`config.mk`:
```
export PLATFORM = sky130hd
export DESIGN_NAME = deck_dealer
export DESIGN_NICKNAME = d
export VERILOG_FILES = /design/src/rtl/deck_dealer_pkg.sv /design/src/rtl/card_decode.sv /design/src/rtl/deck_dealer.sv
export SDC_FILE = /design/constraint.sdc
export NUM_CORES = 1
export LEC_CHECK = 0
export CAP_MARGIN = 15
export CORE_ASPECT_RATIO = 1.75
export CORE_MARGIN = 2
export CORE_UTILIZATION = 60
export CTS_CLUSTER_SIZE = 28
export DETAILED_ROUTE_END_ITERATION = 10
export PLACE_DENSITY = 0.77
export SETUP_SLACK_MARGIN = 0.3
export SYNTH_ARGS = -nofsm -noshare
export SYNTH_HDL_FRONTEND = slang
export SYNTH_SLANG_ARGS = --single-unit
```
`constraint.sdc`:
```
create_clock -name clk -period 12.8 [get_ports clk]
set_input_delay 2.56 -clock clk [delete_from_list [all_inputs] [get_ports clk]]
set_output_delay 2.56 -clock clk [all_outputs]
set_load 0.02 [all_outputs]
```
`src/rtl/deck_dealer_pkg.sv`:
```
// Shared deck constants and dealer state encoding.
// Imported by shuffle stage, dealer and game controller.
package deck_dealer_pkg;

  localparam int unsigned DECK_SIZE = 52;
  localparam int unsigned SUIT_SIZE = 13;
  localparam int unsigned RESHUFFLE_THRESHOLD = 15;

  localparam logic [3:0] ACE_POINTS = 4'd11;
  localparam logic [3:0] FACE_POINTS = 4'd10;

  typedef enum logic [1:0] {
    IDLE,
    LOAD,
    READY,
    EMPTY
  } dealer_state_t;

endpackage

```
`src/rtl/card_decode.sv`:
```
// Card code to rank, suit and blackjack points.
// Pure combinational; also used for hand display.
module card_decode
  import deck_dealer_pkg::*;
(
  input  logic [5:0] code,
  output logic [3:0] rank,
  output logic [1:0] suit,
  output logic [3:0] points
);

  localparam logic [5:0] S1 = 6'(SUIT_SIZE);
  localparam logic [5:0] S2 = 6'(2 * SUIT_SIZE);
  localparam logic [5:0] S3 = 6'(3 * SUIT_SIZE);

  logic [5:0] base;
  logic [5:0] idx;

  // Suit by range compare, rank from offset into suit.
  always_comb begin
    suit = 2'd0;
    base = 6'd0;
    unique case (1'b1)
      (code < S1): begin
        suit = 2'd0;
        base = 6'd0;
      end
      (code >= S1 && code < S2): begin
        suit = 2'd1;
        base = S1;
      end
      (code >= S2 && code < S3): begin
        suit = 2'd2;
        base = S2;
      end
      (code >= S3): begin
        suit = 2'd3;
        base = S3;
      end
    endcase
    idx = code - base;
    rank = idx[3:0] + 4'd1;
    points = rank;
    if (rank == 4'd1) begin
      points = ACE_POINTS;
    end else if (rank >= 4'd10) begin
      points = FACE_POINTS;
    end
  end

endmodule

```
`src/rtl/deck_dealer.sv`:
```
// Captures a shuffled deck, checks it is a permutation,
// and deals cards on request with decoded rank/suit/points.
module deck_dealer
  import deck_dealer_pkg::*;
(
  input  logic       clk,
  input  logic       rst,
  input  logic       card_valid,
  input  logic [5:0] card_in,
  input  logic       deal_req,
  input  logic       new_deck,
  output logic       shuffle_req,
  output logic       deck_ready,
  output logic       deal_valid,
  output logic [5:0] deal_card,
  output logic [3:0] deal_rank,
  output logic [1:0] deal_suit,
  output logic [3:0] deal_points,
  output logic [5:0] cards_left,
  output logic       low_deck,
  output logic       deal_error,
  output logic       load_error
);

  localparam logic [5:0] FULL = 6'(DECK_SIZE);
  localparam logic [5:0] LAST = 6'(DECK_SIZE - 1);
  localparam logic [5:0] LOW = 6'(RESHUFFLE_THRESHOLD);

  dealer_state_t state;
  logic [5:0] wr_ptr;
  logic [5:0] rd_ptr;
  logic [63:0] seen;
  logic [5:0] deck [DECK_SIZE];

  logic [5:0] head;
  logic [3:0] head_rank;
  logic [1:0] head_suit;
  logic [3:0] head_points;
  logic loading;
  logic card_bad;
  logic card_take;

  assign loading = (state == IDLE || state == LOAD)
                && card_valid && !new_deck;
  assign card_bad = (card_in >= FULL) || seen[card_in];
  assign card_take = loading && !card_bad;
  assign head = deck[rd_ptr];
  assign low_deck = (state == READY) && (cards_left <= LOW);

  card_decode u_decode (
    .code   (head),
    .rank   (head_rank),
    .suit   (head_suit),
    .points (head_points)
  );

  // Deck storage; validity is tracked by seen/wr_ptr.
  always_ff @(posedge clk) begin
    if (card_take) begin
      deck[wr_ptr] <= card_in;
    end
  end

  // Load / deal state machine with registered outputs.
  always_ff @(posedge clk or negedge rst) begin
    if (!rst) begin
      state <= IDLE;
      wr_ptr <= '0;
      rd_ptr <= '0;
      seen <= '0;
      cards_left <= '0;
      deal_valid <= 1'b0;
      deal_card <= '0;
      deal_rank <= '0;
      deal_suit <= '0;
      deal_points <= '0;
      deck_ready <= 1'b0;
      deal_error <= 1'b0;
      load_error <= 1'b0;
      shuffle_req <= 1'b0;
    end else begin
      deal_valid <= 1'b0;
      deal_error <= 1'b0;
      if (new_deck) begin
        state <= IDLE;
        wr_ptr <= '0;
        rd_ptr <= '0;
        seen <= '0;
        cards_left <= '0;
        deck_ready <= 1'b0;
        load_error <= 1'b0;
        shuffle_req <= 1'b0;
      end else begin
        unique case (state)
          IDLE, LOAD: begin
            shuffle_req <= 1'b1;
            if (deal_req) begin
              deal_error <= 1'b1;
            end
            if (card_valid) begin
              state <= LOAD;
              if (card_bad) begin
                load_error <= 1'b1;
              end else begin
                seen[card_in] <= 1'b1;
                wr_ptr <= wr_ptr + 6'd1;
                if (wr_ptr == LAST) begin
                  state <= READY;
                  deck_ready <= 1'b1;
                  shuffle_req <= 1'b0;
                  cards_left <= FULL;
                  rd_ptr <= '0;
                end
              end
            end
          end
          READY: begin
            if (deal_req) begin
              deal_valid <= 1'b1;
              deal_card <= head;
              deal_rank <= head_rank;
              deal_suit <= head_suit;
              deal_points <= head_points;
              rd_ptr <= rd_ptr + 6'd1;
              cards_left <= cards_left - 6'd1;
              if (cards_left == 6'd1) begin
                state <= EMPTY;
                deck_ready <= 1'b0;
              end
            end
          end
          EMPTY: begin
            if (deal_req) begin
              deal_error <= 1'b1;
            end
          end
        endcase
      end
    end
  end

endmodule

```
After elaboration in Yosys (flattened, before gate mapping)
Memory sizes are Yosys's and may differ from the RTL's.
Cells that the tools add are included.
{"block": "classes", "n_div": 0, "add_sub_neg": 5, "bitwise": 2, "n_reduce_logical": 24, "n_eq_ne": 12, "multipliers": 0, "order_cmp": 11, "n_shift": 0, "mux": 58}
{"operator": "$mux 64", "count": 4}
{"operator": "$mux 6", "count": 14}
{"operator": "$or 64x64->64", "count": 1}
{"operator": "$mux 1", "count": 24}
{"operator": "$pmux 6 s2", "count": 2}
{"operator": "$pmux 4 s4", "count": 1}
{"operator": "$add 6x1->6 const B", "count": 2}
{"operator": "$ge 6x6->1 const B", "count": 2}
{"operator": "$mux 2", "count": 6}
{"operator": "$ne 3x3->1 const B", "count": 4}
{"operator": "$reduce_and 3->1", "count": 3}
{"operator": "$mux 4", "count": 2}
{"operator": "$pmux 2 s4", "count": 1}
{"operator": "$logic_and 1x1->1", "count": 7}
{"operator": "$lt 6x7->1 const B", "count": 1}
{"operator": "$bmux 1 s6", "count": 1}
{"operator": "$demux 1 s6", "count": 1}
{"operator": "$eq 6x1->1 const B", "count": 1}
{"operator": "$eq 6x6->1 const B", "count": 1}
{"operator": "$ge 6x1->1 const B", "count": 1}
{"operator": "$ge 6x4->1 const B", "count": 1}
{"operator": "$ge 6x5->1 const B", "count": 1}
{"operator": "$le 6x4->1 const B", "count": 1}
{"operator": "$lt 6x4->1 const B", "count": 1}
{"operator": "other kinds (24)", "count": 29}
{"block": "totals", "memories": 1, "elab_cells": 127, "rom_bits": 0, "out_inout_bits": 28, "latch_bits": 0, "input_bits": 11, "register_bits": 105, "ram_bits": 312}
{"memory": "deck", "words": 52, "word_bits": 6, "rd": 1, "rd_ports_with_merged_regs": 0, "write_ports": 1, "line_no": "deck_dealer.sv:33", "text": "logic [5:0] deck [DECK_SIZE];"}

Logic depth before layout (Yosys ltp)
{"block": "logic_depth", "ltp_word": 9, "depth_mapped": 23, "depth_no_buf": 19}

By module
A second synthesis with hierarchy kept.
{"block": "hier_totals", "hier_cells": 1074, "hier_area_um2": 17719.5}
{"module": "deck_dealer", "cells_each": 1041, "area_each_um2": 17484.3, "seq_area_each_um2": 11996.5, "n_inst": 1}
{"module": "card_decode", "cells_each": 33, "area_each_um2": 235.2, "seq_area_each_um2": 0.0, "n_inst": 1}

Least setup slack after synthesis
OpenSTA, ideal clock, no wires.
{"block": "synth_timing", "path_kind": "in2reg", "start": "input card_in[2]", "end": "memory deck[47][0] (enable)", "required_ns": 12.450, "setup_slack_ns": 7.393, "arrival_time_ns": 5.057, "setup_ns": 0.350, "path_stages": 11, "n_path_buf": 1, "path_cell_list": "buf_6 mux4_2 nor2b_1 a221o_1 o211ai_1 a31oi_2 nor3_4 nand2b_2 nor2_1 nand3_1 nor2_1"}
{"block": "synth_between", "elab_chain_len": 7, "elab_cells_between_ends": 8, "cone_classes": "order compare: 1; mux: 4; reduce/logical: 3"}
{"element": "start, declared", "line_no": "deck_dealer.sv:9", "text": "input logic [5:0] card_in,"}
{"element": "$bmux 1 s6", "line_no": "deck_dealer.sv:45", "text": "assign card_bad = (card_in >= FULL) || seen[card_in];"}
{"element": "$mux 1 (implied by the code)", "line_no": "deck_dealer.sv:45"}
{"element": "$logic_or 1x1->1 (*)", "line_no": "deck_dealer.sv:45"}
{"element": "$logic_not 1->1 (*)", "line_no": "deck_dealer.sv:46", "text": "assign card_take = loading && !card_bad;"}
{"element": "$logic_and 1x1->1 (*)", "line_no": "deck_dealer.sv:46"}
{"element": "$mux 1 (*)", "line_no": "deck_dealer.sv:59", "text": "if (card_take) begin"}
{"element": "$mux 1 (implied by the code) (*)", "line_no": "deck_dealer.sv:60", "text": "deck[wr_ptr] <= card_in;"}
{"element": "end, declared", "line_no": "deck_dealer.sv:33"}
Every way passes the cells marked *; elsewhere a longest branch is shown, timed or not. The select of a mux whose other input is x is not followed.

Worst setup path in the final report
{"block": "layout_timing", "start": "input card_in[1]", "end": "memory deck[40][0] (enable)"}
The elaborated chain is that of the path after synthesis.

==> metrics <==
CP Launch Type input pin; area of the multi-input gates 5020 um^2; Longest Clk Path Bufs 3; first-pass GRT wire length 65300 um; Fmax 146 MHz; Routed WL per cell 26.4 um; Synth Register Bits 416; Max IR drop VDD 0.000129 V; Synth Area in XOR/XNOR 0.00398; Cell variety after synth 74; sequential area share after synthesis 0.680; Clk Latency, worst-skew pair 0.55 ns; Iteration-0 DRC Markers 988; Final Slew Violations 0; die extent in y 231 um; GRT Residual Overflow 0; Hold Vio Cnt, Final 0; Syn Nets 1214; vias in the first global route 10844; final routed DRC violation total 0; CORE AREA 29100 um^2; Post-synth EDFFs 312; Syn Inst Count 1194; critical path required time 12.98 ns; ys async rst share 0.250; Setup Crit Path Kind input pin to flip-flop; Sink Count 416; Max-cap violations 0; H-tree depth 2; Buffers on Ports 38; FF-to-FF setup slack 5.98 ns; largest family of logic cells by synthesized area multiplexers; # diodes 0; Die W 133 um; GP Congestion 0.937; unrepaired setup endpoints after global routing no; commonest non-fill, non-tap cell in the layout edfxtp_1; number of CTS-inserted buffers 36; Synth Warn # 0; pin count of the biggest net entering global routing 85; CP Capture Type flip-flop; commonest non-fill, non-tap cells in the layout edfxtp_1 (312), nor2_1 (124), dfrtp_1 (102), nand2_1 (82), mux4_2 (61); Die ar. 30800 um^2; clock skew 0.0155 ns; final WL 42900 um; CP arrival 7.01 ns; status completed; CTS Hold Buffers Added 0; Leak 6.53 nW; post-cts resize count 0; PwrDens 141 nW/um^2; First-pass DRT Iterations 8; filler instances 1971; Least-Margin Pin Slew 1.09 ns; num rows 83; dpl ws 5.50 ns; CP max FO 54; Top FF cell, synth edfxtp_1; Syn Std Cell Area 17600 um^2; placed wire-length estimate 27500 um; Post-CTS Setup Repair Bufs 0; routed vias 10505; post-synthesis compound-gate area fraction 0.0715; clock slew at reported path FFs 0.07 ns; GRT Overall Usage 0.288; Synth Area in Adders 0.00683; Hold WC Path Type flip-flop to flip-flop; relative slew slack 0.267; crit path time final 6.83 ns; starting density of the core 0.605; Via density 6.45; Final Cycle Share 0.533; post-route setup slack 5.97 ns; Top Ports 39; initial antenna violation count 0; final net count 1238; mux share of post-synthesis cell area 0.114; Setup TNS 0 ns; area delta synth->final 10.6%; Sequential Area 12000 um^2; # setup viols final 0; DRT antenna net count 0; Synth Area in Simple Gates 0.0895; share of cells above drive strength 1 0.139; CTS tree built; Clock Root Buffer clkbuf_16; average size of a mapped cell 14.7 um^2
per-stage QoR:
stage / instance area, um^2 / power (mW) / util / instances / hold WS, ns
2_1_floorplan: 17600 / 1.54 / - / 1194 / 0.456
3_3_place_gp: 18100 / 1.59 / 0.624 / 1561 / 0.459
3_5_place_dp: 18100 / 1.59 / 0.624 / 1561 / 0.465
4_1_cts: 19400 / 2.76 / 0.669 / 1627 / 0.479
5_1_grt: 19500 / 2.82 / 0.669 / 1628 / 0.501
6_report: 19500 / 2.75 / 0.669 / 1628 / 0.475
synth_stat cells (all sizes together), types with 29 or more instances:
| library cell | instances | area share |
|---|---|---|
| mux2i | 57 | 0.032 |
| buf | 35 | 0.015 |
| nand3 | 29 | 0.0082 |
| mux4 | 61 | 0.078 |
| o21ai | 39 | 0.011 |
| o22ai | 48 | 0.020 |
| clkbuf | 31 | 0.0066 |
| nand2 | 82 | 0.017 |
| edfxtp | 312 | 0.53 |
| dfrtp | 104 | 0.15 |
| inv | 58 | 0.012 |
| nor2 | 124 | 0.026 |
metal layers:
layer / GRT usage / vias to the layer above / wire (um)
met4: 0.186 / 0 / 3150
met2: 0.509 / 519 / 22800
li1: - / 4569 / -
met1: 0.326 / 5252 / 14200
met3: 0.0411 / 165 / 2750
met5: 0 / - / 0
worst max-delay path: stages:
cell and delay [ns]:
buf_2 0.62, buf_4 0.65, nor2b_1 0.23, a221oi_1 0.34, a31oi_1 0.07, o311ai_0 0.40, a31oi_2 0.24, nor3_4 0.39
nand2b_2 0.12, nor2_1 0.41, nand3_1 0.40, nor2_1 0.52
worst paths after layout:
kind | start | endpoint | depth (start not counted)
max | card_in[1] | deck[40][0]$_DFFE_PP_ | 12
min | deal_card[1]$_DFFE_PN0P_ | deal_card[1]$_DFFE_PN0P_ | 2
max reg2reg | rd_ptr[1]$_DFFE_PN0P_ | deal_points[1]$_DFFE_PN0P_ | 20
min reg2reg | deal_card[1]$_DFFE_PN0P_ | deal_card[1]$_DFFE_PN0P_ | 2
max in group asynchronous | rst | seen[58]$_DFFE_PN0P_ | 2
min in group asynchronous | rst | deal_card[0]$_DFFE_PN0P_ | 1
power breakdown:
group | switching, mW | total (mW) | internal (mW) | leakage, nW
clock | 0.491 | 1.19 | 0.698 | 0.627
sequential | 0.00432 | 1.46 | 1.46 | 4.23
combinational | 0.0756 | 0.102 | 0.0260 | 1.67
cells by family after synthesis:
family	after synthesis
multiplexers	123
XOR/XNOR	8
AND/OR/NAND/NOR	329
adder cells (fa/ha/maj)	9
AO/OA/AOI/OAI	184
flip-flops	416
buffers and inverters	125
layout make-up:
type / count / share of cell area
Clock buffer: 38 / 0.0478
Clock inverter: 28 / 0.0194
Inverter: 59 / 0.0114
Multi-Input combinational cell: 653 / 0.258
Sequential cell: 416 / 0.616
Tap cell: 382 / 0.0246
Timing Repair Buffer: 52 / 0.0229
sequential cells by signal, summed over array words and instances (netlist names):
signal       count
wr_ptr           6
deal_error       1
cards_left       6
load_error       1
rd_ptr           6
deal_suit        2
deal_card        6
deck_ready       1
deal_points      4
deal_rank        4
state            2
deck           312
seen            63
shuffle_req      1
deal_valid       1
Note: power is estimated with default switching activity, not from simulation.
